File: config.mk
export PLATFORM = sky130hd
export DESIGN_NAME = cpu_result_monitor
export DESIGN_NICKNAME = d
export VERILOG_FILES = /design/src/rtl/cpu_result_monitor.sv
export SDC_FILE = /design/constraint.sdc
export NUM_CORES = 1
export LEC_CHECK = 0
export CAP_MARGIN = 0
export CORE_UTILIZATION = 55
export CTS_CLUSTER_DIAMETER = 30
export DETAILED_ROUTE_END_ITERATION = 10
export GPL_ROUTABILITY_DRIVEN = 0
export MAX_ROUTING_LAYER = met4
export PLACE_DENSITY = 0.72
export SKIP_CTS_REPAIR_TIMING = 1
export SLEW_MARGIN = 30
export SYNTH_ARGS = -nofsm -noshare
export SYNTH_HDL_FRONTEND = slang
export SYNTH_SLANG_ARGS = --single-unit
File: constraint.sdc
create_clock -name clk -period 6.6 [get_ports clk]
set_input_delay 1.32 -clock clk [delete_from_list [all_inputs] [get_ports clk]]
set_output_delay 1.32 -clock clk [all_outputs]
set_load 0.01 [all_outputs]
File: src/rtl/cpu_result_monitor.sv
// cpu_result_monitor: timed run that logs per-channel changes of ch_data as {mask,data,time} events in a show-ahead FIFO (in: clk, rst, start, ch_data, rd_en; out: ev_valid, ev_mask, ev_data, ev_time, ev_count, overflow, busy, done, timeout)
module cpu_result_monitor #(
  parameter int CH = 4,
  parameter int W = 8,
  parameter int DEPTH = 16,
  parameter int QUIET = 64,
  parameter int MAX_CYC = 200
) (
  input  logic                       clk,
  input  logic                       rst,
  input  logic                       start,
  input  logic [CH*W-1:0]            ch_data,
  input  logic                       rd_en,
  output logic                       ev_valid,
  output logic [CH-1:0]              ev_mask,
  output logic [CH*W-1:0]            ev_data,
  output logic [15:0]                ev_time,
  output logic [$clog2(DEPTH):0]     ev_count,
  output logic                       overflow,
  output logic                       busy,
  output logic                       done,
  output logic                       timeout
);
  localparam int AW = $clog2(DEPTH);
  localparam int EW = CH + CH*W + 16;
  localparam logic [AW:0] FULL = (AW+1)'(DEPTH);
  localparam logic [15:0] QT = 16'(QUIET);
  localparam logic [15:0] MC = 16'(MAX_CYC - 1);
  typedef enum logic [1:0] {IDLE, BASE, RUN, DONE} state_t;
  state_t state;
  logic [CH*W-1:0] prev;
  logic [15:0] cyc, quiet, quiet_nxt;
  logic [EW-1:0] mem [DEPTH];
  logic [EW-1:0] head;
  logic [AW-1:0] wr_ptr, rd_ptr;
  logic [CH-1:0] mask;
  logic push, pop, wr, quiet_end, cyc_end, go;
  for (genvar k = 0; k < CH; k++) begin : g_cmp
    assign mask[k] = ch_data[k*W +: W] != prev[k*W +: W];
  end
  assign go = (state == IDLE || state == DONE) && start;
  assign push = state == RUN && |mask;
  assign pop = rd_en && ev_valid;
  // a full FIFO still accepts the push when the head leaves in the same cycle
  assign wr = push && (ev_count != FULL || pop);
  assign quiet_nxt = |mask ? 16'd0 : quiet + 16'd1;
  assign quiet_end = quiet_nxt == QT;
  assign cyc_end = cyc == MC;
  assign ev_valid = ev_count != '0;
  assign head = mem[rd_ptr];
  assign ev_mask = ev_valid ? head[EW-1 -: CH] : '0;
  assign ev_data = ev_valid ? head[CH*W+15:16] : '0;
  assign ev_time = ev_valid ? head[15:0] : '0;
  always_ff @(posedge clk)
    if (wr && !go && !rst) mem[wr_ptr] <= {mask, ch_data, cyc};
  always_ff @(posedge clk) begin
    if (rst) begin
      state <= IDLE;
      busy <= 1'b0;
      done <= 1'b0;
      timeout <= 1'b0;
      overflow <= 1'b0;
      ev_count <= '0;
      wr_ptr <= '0;
      rd_ptr <= '0;
      cyc <= '0;
      quiet <= '0;
      prev <= '0;
    end else if (go) begin
      state <= BASE;
      busy <= 1'b1;
      done <= 1'b0;
      timeout <= 1'b0;
      overflow <= 1'b0;
      ev_count <= '0;
      wr_ptr <= '0;
      rd_ptr <= '0;
      cyc <= '0;
      quiet <= '0;
    end else begin
      if (wr) wr_ptr <= wr_ptr + 1'b1;
      if (pop) rd_ptr <= rd_ptr + 1'b1;
      ev_count <= ev_count + (AW+1)'(wr) - (AW+1)'(pop);
      if (push && !wr) overflow <= 1'b1;
      if (state == BASE) begin
        prev <= ch_data;
        cyc <= '0;
        state <= RUN;
      end
      if (state == RUN) begin
        cyc <= cyc + 16'd1;
        quiet <= quiet_nxt;
        if (|mask) prev <= ch_data;
        // a quiet exit wins over the hard limit when both land together
        if (quiet_end || cyc_end) begin
          state <= DONE;
          busy <= 1'b0;
          done <= 1'b1;
          timeout <= !quiet_end;
        end
      end
    end
  end
endmodule

==> summary.txt <==
Power and ir drop
  – Reg power frac: 39.9%
  – Pwr Density: roughly 370 nW/um^2
  – Worst IR Drop VDD: 0.268 mV
  – Pint: around 12 mW
  – Leak: approximately 14 nW
  – Clk pwr share: 48.3%
  – P_sw: between 3 and 4 mW
  – Comb pwr share: 11.7%
  – Net Sw Frac: between 20% and 30%

Synthesis
  – Top_reg_cell synth: edfxtp_1
  – Yosys top cell area share: between 60 and 70%
  – Ranking of synthesized cells by area: edfxtp_1 (69%), mux4_2 (16%), dfxtp_1 (4.8%), xor2_1 (1.1%), nand2b_1 (1.1%)
  – Synth Cell Area: ~36000 sq um
  – Library cells used by synthesis: 56
  – Sequential share of the synthesized area: between 70% and 80%
  – Post-synth top cells: edfxtp_1 (832), mux4_2 (260), dfxtp_1 (87)
  – Register bit total from synthesis: about 900
  – Yosys Warn Count: 0
  – EDFF count, synth: between 800 and 900
  – Async SR Flop Fraction: 0%
  – Gate Count Post-Synth: 1778
  – Top-count cell post-synth: edfxtp_1
  – Post-synth top area cell: edfxtp_1
  – Net Count, Synth: approximately 1800
  – Syn avg cell area: 20.5 sq um

Clock network
  – H-tree lvl count: 4
  – CTS tree: built
  – Sink Count: around 920
  – Clock buffer depth: 3
  – CTS Buf Count: approximately 150
  – Root Driver: clkbuf_16
  – Clk slew on worst S/H paths: roughly 50 ps
  – Clock Latency Late Sink: a little over 700 ps

Placement
  – Dpl hpwl: approximately 41000 um
  – Port bufs: between 90 and 100

Global routing
  – Largest net degree at the start of global routing: 93
  – Grt total ovfl: 0
  – GR peak layer: met2
  – Gr usage total: approximately a quarter
  – Vias in the first global route: about 19000
  – Initial antenna violation count: 3
  – First-pass GRT wire length: between 100000 and 150000 um
  – M2 GR Usage: between 30% and 40%
  – Met1 GRT Util: 34.0%
  – Met3 Use GR: 5.16%

Floorplanning
  – Area of the core: 64900 sq um
  – Chip width: roughly 260 um
  – # IOs: 98
  – Starting Density: between 50% and 60%
  – Cell row count: slightly above 90
  – Die H: between 200 and 300 um
  – Die area: 67200 sq um

Timing
  – Setup TNS Final: 0 ps
  – Fin. max-slew vios: 0
  – Worst hold slack: 465 ps
  – Crit path time final: roughly 5300 ps
  – Setup Viol. Count Final: 0
  – Final worst-path cycle share: 79.7%
  – Least-Margin Pin Slew: 895 ps
  – Worst Skew: between 20 and 25 ps
  – Fin. Hold Viols: 0
  – Worst relative slew slack: 40.3%
  – Unrepaired setup endpoints after global routing: no
  – Fmax: around 0.19 GHz

Worst hold path
  – Min-Delay Path Class: register to register
  – Hold_sp: overflow

Run status
  – Run status: finished, final reports clean

Critical path
  – Worst path most repeated cell: mux4_2
  – Worst Path Arrival: a little under 4000 ps
  – FF-to-FF Start: prev[13]
  – Worst-path cell chain: buf_12, mux4_2, mux4_2, and2_1, clkdlybuf4s50_1
  – Crit path capture type: primary output
  – CP max FO: between 40 and 50
  – Startpoint types: register
  – Critical path's slowest cell: dfxtp_4
  – WS Path Type: register to primary output
  – Max incr delay on CP: between 900 and 1000 ps
  – Critical Path RT: between 5000 and 6000 ps

Route
  – Average wire per standard cell: 27.2 um
  – Routed Antenna Nets: 0
  – Drt first-iter violations: 1802
  – Drt via density: approximately 6
  – DR DRC count: 0
  – Routed WL: a little over 80000 um
  – First-pass detailed-route iteration total: 7
  – DR vias: 18142

Final layout
  – Layout cells sized above 1: roughly 28%
  – Layout area overhead: 20.5%
  – Final net count: between 2000 and 2500

Run
  – Max-Cap Viols: 0
cell families (layout without fill, tap and decap cells):
family                     count (synthesis)  after routing  share of synthesized area [%]
other                                      0              1                              0
muxes                                    296            296                           17.1
xor gates and xnor gates                  55             55                           1.32
buffers and inverters                    117            447                           1.53
adders and majority gates                 18             18                          0.639
AOI/OAI and AO/OA                         67             67                           1.16
DFF                                      919            919                           73.4
and+or+nand+nor                          306            306                           4.86
cell usage in the layout, fill, tap and decap left out, types with 4 or more instances in the layout:
master           synthesis  layout
a21o_1                   5       4
a21oi_1                 23      23
and2_1                  57      57
and3_1                  20       4
and3_4                   0      16
and4_1                   4       4
buf_12                   0      22
buf_4                   11      30
bufinv_16                0      16
clkbuf_1                51      20
clkbuf_16                0     151
clkbuf_8                 0       6
clkdlybuf4s50_1          0      96
clkinv_1                 0      11
clkinv_2                 0      14
clkinv_4                 0      11
clkinv_8                 0       7
clkinvlp_4               0      23
dfxtp_1                 87      83
dfxtp_4                  0       4
edfxtp_1               832     832
ha_1                    17      17
inv_1                   19      19
inv_6                    0      12
mux2i_1                 36      36
mux4_2                 260     260
nand2_1                 42      42
nand2b_1                64      64
nand3_1                 18      18
nand4_1                 12      12
nor2_1                  37      36
nor3_1                  15      15
nor4_1                   4       4
nor4_2                   8       8
o21ai_0                 16      15
o31ai_1                  5       5
or3_1                    6       6
xnor2_1                  8       8
xor2_1                  47      47
flip-flops by register name, indices dropped and copies added, names as in the netlist, named ones only:
register,count
timeout,1
prev,32
rd_ptr,4
ev_count,5
done,1
overflow,1
wr_ptr,4
mem,832
cyc,16
state,2
busy,1
quiet,16
worst max-delay path: cells and delay by family (launching register included):
| kind | cells | cell delay [ps] |
|---|---|---|
| mux | 2 | 1120 |
| buf+inv | 2 | 930 |
| flops | 1 | 920 |
| simple gates | 1 | 210 |
per-layer routing:
metal | part of all wire [%] | routed length, um
met1 | 41 | 32800
met2 | 50 | 39900
met3 | 7.0 | 5600
met4 | 2.7 | 2170
met5 | 0 | 0
final cells by class:
cell class / instances / area, sq um
Sequential cell: 919 / 26700
Fill cell: 3935 / 21100
Multi-Input combinational cell: 742 / 9210
Clock buffer: 177 / 3940
Timing Repair Buffer: 149 / 1630
Clock inverter: 101 / 1200
Tap cell: 855 / 1070
Inverter: 20 / 75.1
Antenna cell: 1 / 2.50
stage by stage:
| stage | cells | setup WS [ps] | util (%) | instance area (sq um) | power (mW) |
|---|---|---|---|---|---|
| after global routing | 2964 | 1130 | 67.6 | 43900 | 16.6 |
| after global placement | 2683 | 991 | 59.6 | 38700 | 8.42 |
| after CTS | 2963 | 1210 | 67.6 | 43900 | 16.2 |
| after floorplan | 1778 | 2560 | - | 36400 | 7.72 |
| final | 2964 | 1340 | 67.6 | 43900 | 16.1 |
| after detailed placement | 2685 | 1030 | 59.6 | 38700 | 8.44 |
path summary, 6_finish.rpt:
check	endpoint	slack [ps]	depth (start not counted)
hold / removal	overflow	460	2
hold reg to reg	overflow	460	2
setup reg to reg	ev_count[4]	2680	16
setup / recovery	ev_time[2]	1340	5
power by group through the flow:
stage,Clock [mW],Sequential [mW],Combinational (mW)
final,7.78,6.43,1.89
after global routing,8.13,6.44,2.02
after CTS,7.88,6.43,1.92
after detailed placement,0,6.55,1.89
after global placement,0,6.55,1.88
after floorplan,0,6.49,1.23
Note: power is estimated with default switching activity, not from simulation.
==> RTL change: new RTL, same flow settings <==
Set the parameter `W` to 12 (it was 8).
--- a/src/rtl/cpu_result_monitor.sv
+++ b/src/rtl/cpu_result_monitor.sv
@@ -2,5 +2,5 @@
 module cpu_result_monitor #(
   parameter int CH = 4,
-  parameter int W = 8,
+  parameter int W = 12,
   parameter int DEPTH = 16,
   parameter int QUIET = 64,
Ports: changed (resized ch_data and ev_data); port bits go from 98 to 130. The function was not compared with the original's and may differ.
==> RTL change against the unedited design <==
Sequential power is 30% higher; synthesized area up 27%; routed wire length up 35%; worst setup slack lost 0.083 ns; sequential cell count rose by 272; count of clock-buffer cells in the layout rose by 44; final area rose by 28%; power is 31% higher; critical path depth did not move; synthesized cell count increased by 21%; register-to-register slack worse by 0.04 ns; largest cell class unchanged.
==> RTL change: results (changes against the unedited design) <==
status=finished clean; Yosys warning total=0 (unchanged); Max FO, Critical Path=32 (-33%); max cap viols=0 (unchanged); Worst Skew=0.0522 ns (+0.0318 ns); antenna violations before repair=2 (-1); Largest register FFs=1088 (+31%); clk root buf=clkbuf_16; clock latency on the worst-skew pair=0.77 ns (+0.05 ns); number of synthesized flops with an enable pin=1088 (+31%); post-synthesis cell type count=47 (-16%); CTS Buffer Depth=3 (unchanged); Post-layout nets=2511 (+23%); Post-Syn Nets=2221 (+21%); FFs w/ async S/R, synth=0% (unchanged); ratio of cells with drive above 1 in the final layout=29.9% (+1.5 points); VDD IR-drop max=263 uV (-2.0%); Pleak=18.4 nW (+30%); RR Endpoint=ev_count[4]; biggest registers after layout=mem: 1088 flops, prev: 48 flops; Slowest-stage cell, CP=dfxtp_4; PortBufs=129 (+33%); pin count of the biggest net entering global routing=87 (-6.5%); commonest cells in the netlist=edfxtp_1, mux4_2, dfxtp_1; post-synthesis sequential area ratio=75.1% (+1.7 points); dominant cells by area after synthesis=edfxtp_1, mux4_2, dfxtp_1; CP max stage delay=0.86 ns (-0.06 ns); # H-tree levels=4 (unchanged); Hold Path Class=reg -> reg; Global Route Usage Sum=27.0% (+1.4 points); first-pass GRT wire length=162000 um (+34%); R2R setup slack=2.64 ns (-0.04 ns); Clk pin slew, worst setup/hold paths=0.05 ns (about the same); CTS Buf Count=191 (+28%); DRT Pass-1 Iters=5 (-2); placed inst area=49500 um^2 (+28%); P_sw=0.00512 W (+36%); CP Class=reg -> out; Layout fillers=4852 (+23%); vias per cell=6.37 (+4.0%); actual slew at the worst max-slew pin=0.830 ns (-0.0653 ns); HPWL after detailed placement=57400 um (+40%); Worst EP arrival=4.02 ns (+0.08 ns); DR iter-0 viols=2429 (+35%); worst r2r src=prev[46]; worst setup path end=ev_data[12]; drt wl/cell=29.6 um (+9.0%); number of routed nets with antenna violations=0 (unchanged); Reg2Reg Depth=16 (unchanged); vias in the first global route=24532 (+27%)
==> RTL change: layout make-up <==
| class | count | area (um^2) | share of cell area, % |
|---|---|---|---|
| Tap cell | 1070 | 1340 | 2.38 |
| Clock inverter | 139 | 1690 | 3.01 |
| Inverter | 17 | 63.8 | 0.113 |
| Timing Repair Buffer | 215 | 2360 | 4.19 |
| Sequential cell | 1191 | 34700 | 61.8 |
| Antenna cell | 2 | 5.00 | 0.00889 |
| Clock buffer | 221 | 5050 | 8.97 |
| Multi-Input combinational cell | 825 | 11000 | 19.6 |
==> RTL change: cell families (layout without fill, tap and decap cells) <==
family	count (synthesis)	after routing	share of synthesized area [%]
DFF	1191	1191	75.1
xor gates and xnor gates	70	70	1.33
adders and majority gates	18	18	0.503
and+or+nand+nor	293	293	3.62
buffers and inverters	135	592	1.20
AOI/OAI and AO/OA	103	103	1.63
other	0	2	0
muxes	341	341	16.6
==> RTL change: worst min path at each step <==
stage	end	startpoint	cells after the start	slack (ns)
after floorplan	prev[22]	prev[22]	1	0.46
after global placement	done	done	1	0.45
after detailed placement	done	done	1	0.46
after CTS	done	done	1	0.47
after global routing	prev[13]	prev[13]	1	0.51
final	done	done	1	0.47
==> RTL change: stage by stage <==
stage	cells	setup slack [ns]	total power [W]
floorplan	2151	1.93	0.00999
global placement	3314	0.842	0.0111
detailed placement	3316	0.649	0.0111
CTS	3676	1.15	0.0213
global route	3680	1.05	0.0217
finish	3680	1.26	0.0211
==> RTL change: critical path, delay by kind of cell, from the launching register on <==
family	cells	cell delay [ns]
flops	1	0.86
simple gates	1	0.28
buf+inv	2	1.05
mux	2	1.05
==> RTL change: power groups by stage <==
| stage | registers (W) | clock network [W] | logic (W) |
|---|---|---|---|
| floorplan | 0.00843 | 0 | 0.00157 |
| global placement | 0.00848 | 0 | 0.00261 |
| detailed placement | 0.00848 | 0 | 0.00264 |
| CTS | 0.00833 | 0.0103 | 0.00268 |
| global route | 0.00834 | 0.0106 | 0.00280 |
| finish | 0.00833 | 0.0102 | 0.00264 |
==> RTL change: metal layers <==
metal,share of wire (%),track usage (%),up-vias
met3,8.2,5.11,168
met4,2.1,7.70,0
met1,39,36.1,12419
met5,0,-,-
met2,51,43.0,1198
li1,-,-,9646
